$ cat config.mk
export PLATFORM = sky130hd
export DESIGN_NAME = wb_arbiter
export DESIGN_NICKNAME = d
export VERILOG_FILES = /design/src/rtl/wb_arbiter.sv
export SDC_FILE = /design/constraint.sdc
export NUM_CORES = 1
export LEC_CHECK = 0
export ABC_AREA = 1
export BUFFER_PORTS_ARGS = -buffer_cell sky130_fd_sc_hd__buf_2
export CORE_AREA = 2 2 118 178
export CTS_CLUSTER_SIZE = 25
export DETAILED_ROUTE_END_ITERATION = 10
export DIE_AREA = 0 0 120 180
export HOLD_SLACK_MARGIN = 0.15
export PLACE_DENSITY = 0.72
export SLEW_MARGIN = 10
export SYNTH_ARGS = -nofsm -noshare
export SYNTH_HDL_FRONTEND = slang
export SYNTH_SLANG_ARGS = --single-unit
$ cat constraint.sdc
create_clock -name clk -period 2.8 [get_ports clk]
set_input_delay 0.28 -clock clk [delete_from_list [all_inputs] [get_ports clk]]
set_output_delay 0.28 -clock clk [all_outputs]
set_load 0.005 [all_outputs]
$ cat src/rtl/wb_arbiter.sv
// Write-back arbiter: sole driver of the regfile write port, merging MEM/WB and long-unit results.
// Latency: 1 cycle from winning arbitration to wen/wr_addr_o/wr_data_o; buffered entries >= 2 cycles.
// Backpressure: lu_ready_o drops when the buffer is full; stall_o holds MEM/WB when the buffer starves.
//
// Ports:
//   clk, rstn                          clock, asynchronous active-low reset
//   pipe_wen_i/pipe_addr_i/pipe_data_i in-order MEM/WB result (no backpressure except stall_o)
//   lu_valid_i/lu_ready_o/lu_addr_i/lu_data_i  long-unit result handshake into the buffer
//   stall_o                            pipeline must hold MEM/WB; pipe_wen_i ignored while high
//   busy_o                             buffer non-empty or write pending
//   wen/wr_addr_o/wr_data_o            registered regfile write port
// Optional feature macro WB_FWD_EN adds rs1_addr_i/rs2_addr_i, fwd_rs1_hit_o/fwd_rs2_hit_o and
// fwd_data_o (shared by both source operands, since both forward the same write-port data).
module wb_arbiter #(
    parameter int FIFO_DEPTH = 4,
    parameter int STARVE_MAX = 8
) (
    input  logic        clk,
    input  logic        rstn,
    input  logic        pipe_wen_i,
    input  logic [4:0]  pipe_addr_i,
    input  logic [31:0] pipe_data_i,
    input  logic        lu_valid_i,
    output logic        lu_ready_o,
    input  logic [4:0]  lu_addr_i,
    input  logic [31:0] lu_data_i,
    output logic        stall_o,
    output logic        busy_o,
    output logic        wen,
    output logic [4:0]  wr_addr_o,
    output logic [31:0] wr_data_o
`ifdef WB_FWD_EN
    ,
    input  logic [4:0]  rs1_addr_i,
    input  logic [4:0]  rs2_addr_i,
    output logic        fwd_rs1_hit_o,
    output logic        fwd_rs2_hit_o,
    output logic [31:0] fwd_data_o
`endif
);

    localparam int PTR_W  = $clog2(FIFO_DEPTH);
    localparam int CNT_W  = PTR_W + 1;
    localparam int SCNT_W = $clog2(STARVE_MAX) + 1;

    typedef struct packed {
        logic [4:0]  addr;
        logic [31:0] data;
    } wb_ent_t;

    wb_ent_t             mem_q [FIFO_DEPTH];
    logic [PTR_W-1:0]    rd_ptr_q, rd_ptr_d;
    logic [PTR_W-1:0]    wr_ptr_q, wr_ptr_d;
    logic [CNT_W-1:0]    count_q, count_d;
    logic [SCNT_W-1:0]   starve_q, starve_d;
    logic                stall_q, stall_d;
    logic                wen_q, wen_d;
    logic [4:0]          wr_addr_q, wr_addr_d;
    logic [31:0]         wr_data_q, wr_data_d;

    logic                non_empty;
    logic                push;
    logic                pipe_ok;
    logic                pop;
    logic                pipe_win;
    wb_ent_t             head;

    assign non_empty  = (count_q != '0);
    assign lu_ready_o = (count_q != CNT_W'(FIFO_DEPTH));
    // x0 results complete the handshake but are never stored.
    assign push       = lu_valid_i && lu_ready_o && (lu_addr_i != 5'd0);
    // A stalled pipe's result is re-presented later, so it never competes here.
    assign pipe_ok    = pipe_wen_i && (pipe_addr_i != 5'd0) && !stall_q;
    // Pop only from entries already stored: no same-cycle bypass from lu inputs.
    assign pop        = non_empty && (stall_q || !pipe_ok);
    assign pipe_win   = pipe_ok && !pop;
    assign head       = mem_q[rd_ptr_q];

    always_comb begin
        rd_ptr_d  = rd_ptr_q;
        wr_ptr_d  = wr_ptr_q;
        count_d   = count_q;
        starve_d  = starve_q;
        stall_d   = stall_q;
        wen_d     = 1'b0;
        wr_addr_d = wr_addr_q;
        wr_data_d = wr_data_q;

        if (push) begin
            wr_ptr_d = wr_ptr_q + PTR_W'(1);
        end
        if (pop) begin
            rd_ptr_d = rd_ptr_q + PTR_W'(1);
        end
        count_d = count_q + {{PTR_W{1'b0}}, push} - {{PTR_W{1'b0}}, pop};

        if (pop) begin
            wen_d     = 1'b1;
            wr_addr_d = head.addr;
            wr_data_d = head.data;
        end else if (pipe_win) begin
            wen_d     = 1'b1;
            wr_addr_d = pipe_addr_i;
            wr_data_d = pipe_data_i;
        end

        // Starvation tracking: the head losing to the pipe counts up; any pop or
        // an empty buffer resets it. Saturate so a long stall cannot wrap it.
        if (pop || !non_empty) begin
            starve_d = '0;
        end else if (pipe_win && (starve_q != SCNT_W'(STARVE_MAX - 1))) begin
            starve_d = starve_q + SCNT_W'(1);
        end

        // Stall rises on the loss that brings the count to STARVE_MAX and falls
        // once the forced pop has happened.
        if (stall_q && pop) begin
            stall_d = 1'b0;
        end
        if (non_empty && pipe_win && (starve_q == SCNT_W'(STARVE_MAX - 1))) begin
            stall_d = 1'b1;
        end
    end

    always_ff @(posedge clk or negedge rstn) begin
        if (!rstn) begin
            rd_ptr_q  <= '0;
            wr_ptr_q  <= '0;
            count_q   <= '0;
            starve_q  <= '0;
            stall_q   <= 1'b0;
            wen_q     <= 1'b0;
            wr_addr_q <= 5'd0;
            wr_data_q <= 32'd0;
        end else begin
            rd_ptr_q  <= rd_ptr_d;
            wr_ptr_q  <= wr_ptr_d;
            count_q   <= count_d;
            starve_q  <= starve_d;
            stall_q   <= stall_d;
            wen_q     <= wen_d;
            wr_addr_q <= wr_addr_d;
            wr_data_q <= wr_data_d;
        end
    end

    always_ff @(posedge clk or negedge rstn) begin
        if (!rstn) begin
            for (int i = 0; i < FIFO_DEPTH; i++) begin
                mem_q[i] <= '0;
            end
        end else if (push) begin
            mem_q[wr_ptr_q] <= '{addr: lu_addr_i, data: lu_data_i};
        end
    end

    assign stall_o   = stall_q;
    assign wen       = wen_q;
    assign wr_addr_o = wr_addr_q;
    assign wr_data_o = wr_data_q;
    assign busy_o    = non_empty | wen_q;

`ifdef WB_FWD_EN
    assign fwd_rs1_hit_o = wen_q && (wr_addr_q == rs1_addr_i) && (rs1_addr_i != 5'd0);
    assign fwd_rs2_hit_o = wen_q && (wr_addr_q == rs2_addr_i) && (rs2_addr_i != 5'd0);
    assign fwd_data_o    = wr_data_q;
`endif

endmodule

# Word level (Yosys, flattened, before mapping)
# Index checks and enable logic that the tools add are counted.
[classes]
n_mux = 16
bitwise = 3
order_cmp = 3
n_eq_ne = 3
addsub = 5
n_reduce_logical = 23
[ops]
columns = ["operator", "count"]
rows = [
  ["bitwise mux 148 bit", 1],
  ["two-way mux 37 bit", 3],
  ["binary-select mux 37 bit (select 2 bit)", 1],
  ["demux 37 bit (select 2 bit)", 1],
  ["two-way mux 32 bit", 2],
  ["logical AND 1 bit", 11],
  ["two-way mux 5 bit", 2],
  ["nonzero test 5 bit", 2],
  ["two-way mux 4 bit", 2],
  ["greater-or-equal comparator 3 bit, second input constant", 2],
  ["NOT 2 -> 3 bit", 2],
  ["nonzero test 2 bit", 3],
  ["adder 2 x 1 -> 2 bit, second input constant", 2],
  ["adder 4 x 1 -> 4 bit, second input constant", 1],
  ["equality test 4 x 3 -> 1 bit, second input constant", 1],
  ["zero test 1 bit", 4],
  ["two-way mux 1 bit", 4],
  ["inequality test 4 x 3 -> 1 bit, second input constant", 1],
  ["adder 3 x 1 -> 3 bit", 1],
  ["< comparator 3 x 1 -> 1 bit, second input constant", 1],
  ["inequality test 3 bit, second input constant", 1],
  ["nonzero test 3 bit", 1],
  ["subtractor 3 x 1 -> 3 bit", 1],
  ["logical OR 1 bit", 2],
  ["OR 1 bit", 1],
]
[word_totals]
in_bits = 78
word_cells = 69
regBits = 198
out_inout_bits = 41

# Longest topological paths before layout
# Gate-level depths: netlist of the first run.
[depth]
ltp_word = 11
ltp_mapped = 11
depth_no_buf = 10

# Worst setup path after synthesis of the first run
# No wires, ideal clock.
[synth_timing]
kind = "register to register"
startpoint = "register stall_q (netlist: stall_o)"
endpoint = "register count_q[2]"
required_time_ns = 2.671
synth_period_minus_slack_ns = 2.117
path_buffers = 1
arrival_ns = 1.988
setup_time_ns = 0.129
path_stages_with_launch = 11
slack_ns = 0.683
cell_sequence = "dfrtp_1 nor2_1 nand2_1 buf_2 nand2_1 inv_1 ha_1 inv_1 ha_1 fa_1 xor2_1"
[synth_via]
elab_chain_cells = 6
[synth_lines]
columns = ["element", "line_no", "source"]
rows = [
  ["start: declaration", "56", "logic stall_q, stall_d;"],
  ["start signal: assignment", "140", "stall_q <= stall_d;"],
  ["zero test 1 bit", "73", "assign pipe_ok = pipe_wen_i && (pipe_addr_i != 5'd0) && !stall_q;"],
  ["logical AND 1 bit", "73", ""],
  ["zero test 1 bit", "75", "assign pop = non_empty && (stall_q || !pipe_ok);"],
  ["logical OR 1 bit *", "75", ""],
  ["logical AND 1 bit *", "75", ""],
  ["subtractor 3 x 1 -> 3 bit *", "95", "count_d = count_q + {{PTR_W{1'b0}}, push} - {{PTR_W{1'b0}}, pop};"],
  ["named net count_d[2]", "54", "logic [CNT_W-1:0] count_q, count_d;"],
  ["end signal: assignment", "138", "count_q <= count_d;"],
  ["end: declaration", "54", ""],
]
# The timed path passes the listed nets; every way through them passes the cells marked *.
# A chain may end at the register's enable or synchronous reset.

# Final worst setup path of the first run
[layout_timing]
startpoint = "register count_q[2]"
endpoint = "output port busy_o"
[layout_via]
elab_chain_cells = 2
[layout_lines]
columns = ["element", "line_no", "source"]
rows = [
  ["nonzero test 3 bit", "68", "assign non_empty = (count_q != '0);"],
  ["OR 1 bit", "161", "assign busy_o = non_empty | wen_q;"],
  ["end: declaration", "28", "output logic busy_o,"],
]
# Every way passes these cells.

==> results.md, run 1 <==
- Most frequent cell after synthesis: nand2_1
- Internal: 7480 uW
- Final Setup Violations: 0
- Yosys warns: 0
- Setup Skew: 0.0118 ns
- Crit. End Element: output port
- Post-Layout Cell Count: 1,783
- Max Clk Rate: 468 MHz
- Clock buffer count from CTS: 17
- Switching share of power: 43.5%
- Worst endpoint required time: 2.52 ns
- CP bufs+invs: 3
- Critical Path, Cell by Cell: nor3_4 > inv_2 > buf_4 > or2_1 > buf_2
- Worst-skew pair later-pin latency: 0.44 ns
- Mapped Area: 10,300 sq um
- Startpoint types: flip-flop
- Syn avg cell area: 7.45 sq um
- Leading area contributor after synthesis: dfrtp_1
- Hold path depth: 3
- CP max stage delay: 0.47 ns
- Ant. Diodes: 0
- Final slew viol count: 0
- Setup TNS: 0 ns
- Share of cells above drive strength 1: 12.5%
- Mapped Nets: 1,469
- CTS tree: built
- Pin count of the biggest net entering global routing: 155
- Wire per inst: 17.0 microns
- Worst Hold Launch: lu_data_i[0]
- Die ar.: 21,600 sq um
- Area Growth Syn to Fin: 19.8%
- Area share of the largest cell type after synthesis: 48.1%
- Width of the die: 120 microns
- Clock root cell: clkbuf_16
- HPWL after DPL: 17,600 microns
- Delay-heaviest family, CP: simple AND/OR/NAND/NOR gates
- Cell area power density: 1070 nW/um^2
- Clock Power Share: 19.2%
- Mapped Cells: 1,383
- Via/cell ratio: 5.51
- RSZ-0062 raised after global routing: no
- Post-synthesis async set-or-reset flop share: 100%
- Worst slew margin: 40.4%
- RePlAce Congestion: 0.829
- Number of flops mapped to enable cells by yosys: 0
- Fillcell total: 1,798
- NumNets Final: 1,592
- Row count: 64
- Die H: 180 microns
- R2r endpoint: count_q[2]
- Post-layout min period: 2.14 ns
- Number of I/O pins: 119
- Hold Path Class: primary input to flip-flop
- Routed via count: 9,826
- Worst R2R Setup Slack: 0.72 ns
- Kind of critical path: flip-flop to output port
- Sequential Power Share: 36.8%
- Synthesized flop and latch total: 198
- # DRC: 0
- Initial antenna violation count: 0
- Port Buf Inserts: 118
- Vias in the first global route: 9,500
- Peak supply drop: 0.629 mV
- Slew at the pin with the worst max-slew slack: 0.894 ns
- DR iter-0 viols: 973
- Final period utilization: 76.4%
- Worst path slowest cell: dfrtp_1
- WHS: 0.162 ns
- Initial Utilization: 51.3%
- Sequential area share after synthesis: 48.1%
- Synth cell count leaders: 503 x nand2_1, 226 x nand3_1, 198 x dfrtp_1
- Hold-critical path endpoint: mem_q[37]
- Logic pwr share: 44.0%
- Worst-path clk slew: 0.07 ns
- Total Wirelength: 30,400 microns
- Sw Pwr: 5760 uW
- Outcome: finished, final reports clean
- Global-route wire length before repair: 49,700 microns
- P_leak: 0.00674 uW
- Top area cells in the synthesized netlist: dfrtp_1 48%, nand2_1 18%, nand3_1 11%
- Hold Vio Cnt, Final: 0
- Final Util: 61.4%
- Reg-to-reg startpoint: count_q[2]
- Crit-path max FO: 42
- ANT nets after route: 0
- Post-CTS Setup Inserts: 0
- DRT Pass-1 Iters: 6
- Clk sinks: 198
- Core Box Area: 20,100 sq um
- GR Util All Layers: 28.9%
- Post-synth cell types: 21
- Max-Cap Viols: 0
- Arr. time, crit path: 1.86 ns
- Synth Flop Type: dfrtp_1
- Cells after DPL: 1,683
- Worst R2R Path Depth: 9
- H-tree depth: 4
- Total gr overflow: 0
- CTS max path bufs: 2
- Total Power: 13,200 uW
registers in the layout (all words and copies together), names as in the netlist:
name,count
count_q,3
mem_q,148
rd_ptr_q,2
stall_o,1
starve_q,4
wen,1
wr_addr_o,5
wr_data_o,32
wr_ptr_q,2
kinds of logic (layout without fill, tap and decap cells):
logic type / count (synthesis) / in the layout / share of synthesized area (%)
buffers and inverters: 272 / 408 / 10.6
adders and majority gates: 8 / 8 / 1.04
xor gates and xnor gates: 4 / 4 / 0.340
and+or+nand+nor: 896 / 896 / 39.6
AOI/OAI and AO/OA: 5 / 5 / 0.279
DFF: 198 / 198 / 48.1
layout by cell type (no fill, tap or decap), drive strengths merged:
cell         count
ha               7
buf            145
nor3             2
xor2             3
nor2            11
dlygate4sd3     68
fa               1
clkinvlp         1
o21ai            4
clkinv           3
nand4          149
or2              1
clkbuf          20
nand3          230
dfrtp          198
a21oi            1
xnor2            1
nand2          503
bufinv           2
inv            169
power groups by stage:
stage | Sequential, uW | Clock, uW | Combinational, uW
floorplan | 4780 | 0 | 3860
global route | 5020 | 2710 | 6560
detailed placement | 4900 | 0 | 5690
CTS | 4850 | 2570 | 5800
global placement | 4850 | 0 | 5580
finish | 4870 | 2550 | 5830
stage by stage:
step | setup slack, ns | instance area, sq um
floorplan | 0.683 | 10300
global placement | 0.762 | 11100
detailed placement | 0.725 | 11100
CTS | 0.663 | 12300
global route | 0.554 | 12300
finish | 0.662 | 12300
final cells by class:
type                            count  area [sq um]  share of cell area (%)
Multi-Input combinational cell    913          4280                    34.7
Clock buffer                       19           443                    3.59
Inverter                          162           608                    4.93
Timing Repair Buffer              214          1570                    12.7
Tap cell                          264           330                    2.68
Sequential cell                   198          4960                    40.2
Clock inverter                     13           159                    1.29
layer usage:
metal	vias up	part of all wire [%]	track usage, %
li1	4706	-	-
met1	4670	40	37.1
met2	386	51	49.8
met3	64	5.5	4.16
met4	0	2.8	9.84
met5	-	0	0
worst reg2reg max path: stages, from the launching register on:
cell     delay [ns]
dfrtp_1        0.47
nor3_4         0.23
inv_2          0.05
nand2_1        0.10
inv_1          0.06
ha_1           0.28
inv_1          0.04
ha_1           0.18
fa_1           0.38
xor2_1         0.17
timing repair:
item	4_1_cts	5_1_grt
hold buffers	68	0
gates resized for setup	0	0
hold endpoints to repair	230	0
worst max path at each step:
stage,from,depth (start not counted),slack [ns],endpoint
after CTS,count_q[2],5,0.66,busy_o
after detailed placement,count_q[2],9,0.73,count_q[2]
final,count_q[2],5,0.66,busy_o
after global routing,count_q[2],5,0.55,busy_o
after global placement,count_q[2],9,0.76,count_q[2]
after floorplan,stall_o,10,0.68,count_q[2]
Power figures use the tool's default switching activity.
==> run 2: changes to the inputs <==
--- a/config.mk
+++ b/config.mk
@@ -5,14 +5,14 @@
 export SDC_FILE = /design/constraint.sdc
 export NUM_CORES = 1
 export LEC_CHECK = 0
-export ABC_AREA = 1
+export ABC_AREA = 0
 export BUFFER_PORTS_ARGS = -buffer_cell sky130_fd_sc_hd__buf_2
-export CORE_AREA = 2 2 118 178
+export CORE_AREA = 2 2 113 170
 export CTS_CLUSTER_SIZE = 25
 export DETAILED_ROUTE_END_ITERATION = 10
-export DIE_AREA = 0 0 120 180
+export DIE_AREA = 0 0 115 172
 export HOLD_SLACK_MARGIN = 0.15
-export PLACE_DENSITY = 0.72
+export PLACE_DENSITY = 0.74
 export SLEW_MARGIN = 10
 export SYNTH_ARGS = -nofsm -noshare
 export SYNTH_HDL_FRONTEND = slang
==> constraint.sdc (replaced) <==
create_clock -name clk -period 1.73 [get_ports clk]
set_input_delay 0.173 -clock clk [delete_from_list [all_inputs] [get_ports clk]]
set_output_delay 0.173 -clock clk [all_outputs]
set_load 0.005 [all_outputs]
==> results.md, run 2 <==
- Outcome: finished with violations
- Failing checks: setup timing
- Setup Skew: 0.0154 ns
- Slew at the pin with the worst max-slew slack: 0.802 ns
- Crit. End Element: flip-flop
- DR iter-0 viols: 375
- Pin count of the biggest net entering global routing: 83
- Ant. Diodes: 0
- Peak supply drop: 0.893 mV
- Routed via count: 6,123
- Area share of the largest cell type after synthesis: 53.0%
- Cell area power density: 1840 nW/um^2
- CTS tree: built
- Sw Pwr: 7240 uW
- Commonest cells after routing, fill and taps aside: 196 x dfrtp_1, 148 x mux2_4, 116 x buf_2, 77 x nand2_1, 75 x dlygate4sd3_1
- Share of cells above drive strength 1: 48.2%
- GR Util All Layers: 24.8%
- Synth Flop Type: dfrtp_1
- Row count: 61
- Fillcell total: 1,213
- Reg-to-reg startpoint: count_q[2]
- Global-route wire length before repair: 37,000 microns
- P_leak: 0.00603 uW
- Number of flops mapped to enable cells by yosys: 0
- Sequential area share after synthesis: 53.0%
- Met1 usage: 28.9%
- Total gr overflow: 0
- Placed inst area: 10,500 sq um
- Post-route cell area: 12,400 sq um
- Final period utilization: 122%
- Most common cell after layout, fill and taps aside: dfrtp_1
- CTS max path bufs: 2
- Post-route setup slack: -0.381 ns
- Area of the multi-input gates: 4170 sq um
- ANT nets after route: 0
- Max-Cap Viols: 0
- Area occupied by registers: 4960 sq um
- Yosys warns: 0
- Initial antenna violation count: 0
- Initial Utilization: 51.0%
- Area Growth Syn to Fin: 32.7%
- Setup TNS: -24.35 ns
- Mapped Cells: 621
- NumNets Final: 953
- Final Setup Violations: 153
- Via/cell ratio: 5.57
- Sequential Power Share: 36.6%
- Post-layout min period: 2.11 ns
- Crit-path max FO: 3
- Top reg by flops: mem_q
- Clock Power Share: 16.7%
- Grt peak-use layer: met2
- Kind of critical path: flip-flop to flip-flop
- DRT Pass-1 Iters: 4
- Met2 Track Usage GR: 43.8%
- Worst endpoint required time: 2.05 ns
- Max Clk Rate: 474 MHz
- Most frequent cell after synthesis: dfrtp_1
- Worst-skew pair later-pin latency: 0.44 ns
- Vias in the first global route: 6,804
- Arr. time, crit path: 2.43 ns
- H-tree depth: 4
- Mapped Area: 9340 sq um
- Die H: 172 microns
- HPWL after DPL: 14,000 microns
- R2r endpoint: count_q[2]
- Worst-path clk slew: 0.07 ns
- Clock root cell: clkbuf_16
- Clk sinks: 198
- Die ar.: 19,800 sq um
- Top area cells in the synthesized netlist: dfrtp_1 53%, mux2_4 19%, mux4_2 8.9%
- Worst slew margin: 46.5%
- Synth cell count leaders: 198 x dfrtp_1, 120 x mux2_4, 77 x nand2_1
- Syn avg cell area: 15.0 sq um
- Number of I/O pins: 119
- Worst R2R Path Depth: 8
- Internal: 15,600 uW
- Synthesized flop and latch total: 198
- Clock buffer count from CTS: 17
- Worst R2R Setup Slack: -0.38 ns
- WHS: 0.196 ns
- Hold Path Class: primary input to async pin
- Switching share of power: 31.7%
- Width of the die: 115 microns
- Wire per inst: 20.9 microns
- Final slew viol count: 0
- RSZ-0062 raised after global routing: yes
- Leading area contributor after synthesis: dfrtp_1
- Port Buf Inserts: 118
- Post-synth cell types: 33
- Pre-CTS setup slack: -0.570 ns
- Logic pwr share: 46.7%
- Hold Vio Cnt, Final: 0
- Max FFs per register: 148
- Core Box Area: 18,300 sq um
- Post-synthesis async set-or-reset flop share: 100%
- Startpoint types: flip-flop
- Grt met3 use: 4.52%
- Total Wirelength: 23,000 microns
- # DRC: 0
- Mapped Nets: 707
- RePlAce Congestion: 0.800
run 2: cell count changes in the layout (fill, tap and decap cells not counted), moves of 4 or more:
cell,change
nand2_1,-424
nand3_1,-221
inv_1,-155
nand4_1,-149
mux2_4,+148
mux4_2,+37
a31oi_1,+35
nor2_1,+29
buf_12,+25
buf_6,+10
dlygate4sd3_1,+7
buf_8,+5
nand2_8,+4
nand3_4,-4
run 2: metrics by stage:
stage          cells  power (uW)  util, %
2_1_floorplan    621       14900        -
3_3_place_gp     968       17200     57.2
3_5_place_dp     968       17700     57.2
4_1_cts         1104       23000     68.6
5_1_grt         1100       24000     67.7
6_report        1100       22800     67.7
run 2: power by group through the flow:
stage                     Sequential [uW]  Clock [uW]  Combinational, uW
after CTS                            8300        3850              10900
after detailed placement             8320           0               9400
after floorplan                      7930           0               7020
final                                8350        3810              10600
after global routing                 8620        4050              11400
after global placement               8070           0               9090
run 2: how the worst max path moves through the flow:
stage	slack (ns)	endpoint	cells after the start	from
6_report	-0.38	count_q[2]	8	count_q[2]
5_1_grt	-0.46	count_q[2]	8	count_q[2]
4_1_cts	-0.37	count_q[2]	8	count_q[2]
3_5_place_dp	-0.57	count_q[2]	10	pipe_addr_i[1]
3_3_place_gp	-0.53	count_q[2]	10	pipe_addr_i[1]
2_1_floorplan	-0.62	count_q[2]	10	count_q[0]
run 2: cell families after synthesis:
group / Yosys count / synth area share (%)
AOI/OAI and AO/OA: 46 / 3.19
xor gates and xnor gates: 6 / 0.563
adders and majority gates: 8 / 1.15
buffers and inverters: 44 / 4.07
DFF: 198 / 53.0
muxes: 185 / 31.6
and+or+nand+nor: 134 / 6.42
run 2: worst max-delay path, cell delays in order, from the launching register on:
cell	delay [ns]
dfrtp_1	0.39
or3_4	0.39
and2_4	0.16
ha_4	0.26
inv_2	0.04
ha_4	0.14
fa_2	0.33
xor2_1	0.15
xnor2_1	0.13
run 2: cell type report:
cell class | count | share of cell area, %
Clock buffer | 19 | 3.57
Sequential cell | 198 | 40.0
Clock inverter | 13 | 0.928
Tap cell | 220 | 2.22
Timing Repair Buffer | 265 | 19.5
Multi-Input combinational cell | 379 | 33.6
Inverter | 6 | 0.182
run 2: timing repair:
item / CTS / global route
hold endpoints to repair: 382 / 0
pin swaps: 6 / 1
gates cloned: 10 / 0
resized for setup: 63 / 13
setup endpoints to repair: 153 / 163
setup buffers: 21 / 9
hold buffers: 75 / 0
run 2: per-layer routing:
layer,vias to the layer above,wire [microns]
met5,-,0
met4,0,846
met3,56,760
met2,194,12200
met1,3161,9160
li1,2712,-
==> run 3: changes to the inputs <==
--- a/config.mk
+++ b/config.mk
@@ -12,7 +12,7 @@
 export DETAILED_ROUTE_END_ITERATION = 10
 export DIE_AREA = 0 0 115 172
 export HOLD_SLACK_MARGIN = 0.15
-export PLACE_DENSITY = 0.74
+export PLACE_DENSITY = 0.79
 export SLEW_MARGIN = 10
 export SYNTH_ARGS = -nofsm -noshare
 export SYNTH_HDL_FRONTEND = slang
==> results.md, run 3 (synthesized netlist as in run 2, its figures left out) <==
- Outcome: finished with violations
- Failing checks: setup timing
- CTS tree: built
- Peak supply drop: 0.998 mV
- Initial Utilization: 51.0%
- Post-Layout Cell Count: 1,101
- Setup Skew: 0.0150 ns
- Worst endpoint required time: 2.06 ns
- Vias in the first global route: 6,693
- Pin count of the biggest net entering global routing: 77
- HPWL after DPL: 13,200 microns
- Number of I/O pins: 119
- DR iter-0 viols: 380
- RePlAce Congestion: 0.745
- Most common cell after layout, fill and taps aside: dfrtp_1
- Sw Pwr: 7340 uW
- Final Setup Violations: 155
- Post-layout min period: 2.12 ns
- Top reg by flops: mem_q
- NumNets Final: 952
- CTS max path bufs: 2
- Crit. End Element: flip-flop
- Arr. time, crit path: 2.45 ns
- Post-route setup slack: -0.387 ns
- Hold Path Class: primary input to async pin
- Final period utilization: 122%
- # DRC: 0
- Worst-skew pair later-pin latency: 0.45 ns
- Total Power: 23,100 uW
- Die ar.: 19,800 sq um
- Port Buf Inserts: 118
- Max FFs per register: 148
- Kind of critical path: flip-flop to flip-flop
- Internal: 15,800 uW
- Row count: 61
- Sequential Power Share: 36.4%
- Routed via count: 6,097
- Hold Vio Cnt, Final: 0
- Via/cell ratio: 5.54
- Slew at the pin with the worst max-slew slack: 0.804 ns
- P_leak: 0.00607 uW
- Total Wirelength: 23,300 microns
- Share of cells above drive strength 1: 48.4%
- Setup TNS: -21.97 ns
- H-tree depth: 4
- Width of the die: 115 microns
- Clock buffer count from CTS: 17
- Clock Power Share: 17.3%
- GR Util All Layers: 25.2%
- Startpoint types: flip-flop
- Max Clk Rate: 472 MHz
- ANT nets after route: 0
- Logic pwr share: 46.3%
- Clk sinks: 198
- Total gr overflow: 0
- Cell area power density: 1850 nW/um^2
- Wire per inst: 21.2 microns
- Clock root cell: clkbuf_16
- Area Growth Syn to Fin: 33.8%
- Switching share of power: 31.8%
- Max-Cap Viols: 0
- Crit-path max FO: 3
- Commonest cells after routing, fill and taps aside: 196 x dfrtp_1, 148 x mux2_4, 116 x buf_2, 77 x nand2_1, 75 x dlygate4sd3_1
- RSZ-0062 raised after global routing: yes
- Cells after DPL: 968
- Core Box Area: 18,300 sq um
- Worst slew margin: 46.4%
- Fillcell total: 1,179
- Initial antenna violation count: 2
- Die H: 172 microns
- Final slew viol count: 0
- DRT Pass-1 Iters: 5
- Global-route wire length before repair: 37,100 microns
- Worst-path clk slew: 0.07 ns
## run 3: cell count changes in the layout (fill, tap and decap cells not counted), moves of 2 or more
cell	previous run	this run
buf_12	31	35
buf_6	10	6
clkinvlp_4	4	2
diode_2	0	2
## run 3: per-layer routing
metal  global-route usage (%)  routed length [microns]
met1                     30.1                     9340
met2                     43.9                    12400
met5                        0                        0
met4                     11.8                      904
met3                     4.70                      675
## run 3: final cells by class
class                           instances  area (sq um)  share of cell area (%)
Sequential cell                       198          4960                    39.7
Multi-Input combinational cell        379          4190                    33.6
Timing Repair Buffer                  264          2460                    19.6
Clock buffer                           18           429                    3.43
Tap cell                              220           275                    2.20
Clock inverter                         14           161                    1.29
Inverter                                6          22.5                   0.180
Antenna cell                            2          5.00                  0.0400
## run 3: stage by stage
step | setup WS (ns) | hold WS [ns] | util [%] | instance area [sq um]
2_1_floorplan | -0.618 | -0.123 | - | 9380
3_3_place_gp | -0.536 | 0.138 | 57.5 | 10500
3_5_place_dp | -0.553 | 0.142 | 57.5 | 10500
4_1_cts | -0.381 | 0.225 | 69.1 | 12700
5_1_grt | -0.447 | 0.263 | 68.2 | 12500
6_report | -0.387 | 0.219 | 68.2 | 12500
## run 3: timing repair
action | 4_1_cts | 5_1_grt
resized for setup | 56 | 16
hold buffers | 75 | 0
gates cloned | 11 | 0
endpoints found under the hold margin | 383 | 0
pin swaps | 9 | 1
endpoints found under the setup margin | 152 | 170
buffers inserted | 22 | 9
## run 3: final timing paths
kind	startpoint	to	slack (ns)	cells past startpoint
worst max-delay path	count_q[1]	count_q[2]	-0.39	8
worst min-delay path	rstn	wen	0.22	2
worst max register to register	count_q[1]	count_q[2]	-0.39	8
worst min register to register	mem_q[27]	mem_q[27]	0.51	1
max in group asynchronous	rstn	mem_q[55]	0.87	3
min in group clk	pipe_addr_i[2]	stall_o	0.34	4
## run 3: critical path, stage by stage (launching register included)
cell,delay (ns)
dfrtp_1,0.41
or3_4,0.38
and2_4,0.16
ha_4,0.25
inv_2,0.04
ha_4,0.14
fa_2,0.34
xor2_2,0.16
xnor2_1,0.12
## run 3: power groups by stage
| stage | registers, uW | logic [uW] | clock network, uW |
|---|---|---|---|
| floorplan | 7930 | 7020 | 0 |
| global route | 8640 | 11400 | 4240 |
| finish | 8410 | 10700 | 4000 |
| CTS | 8300 | 10900 | 4080 |
| global placement | 8190 | 9070 | 0 |
| detailed placement | 8310 | 9330 | 0 |
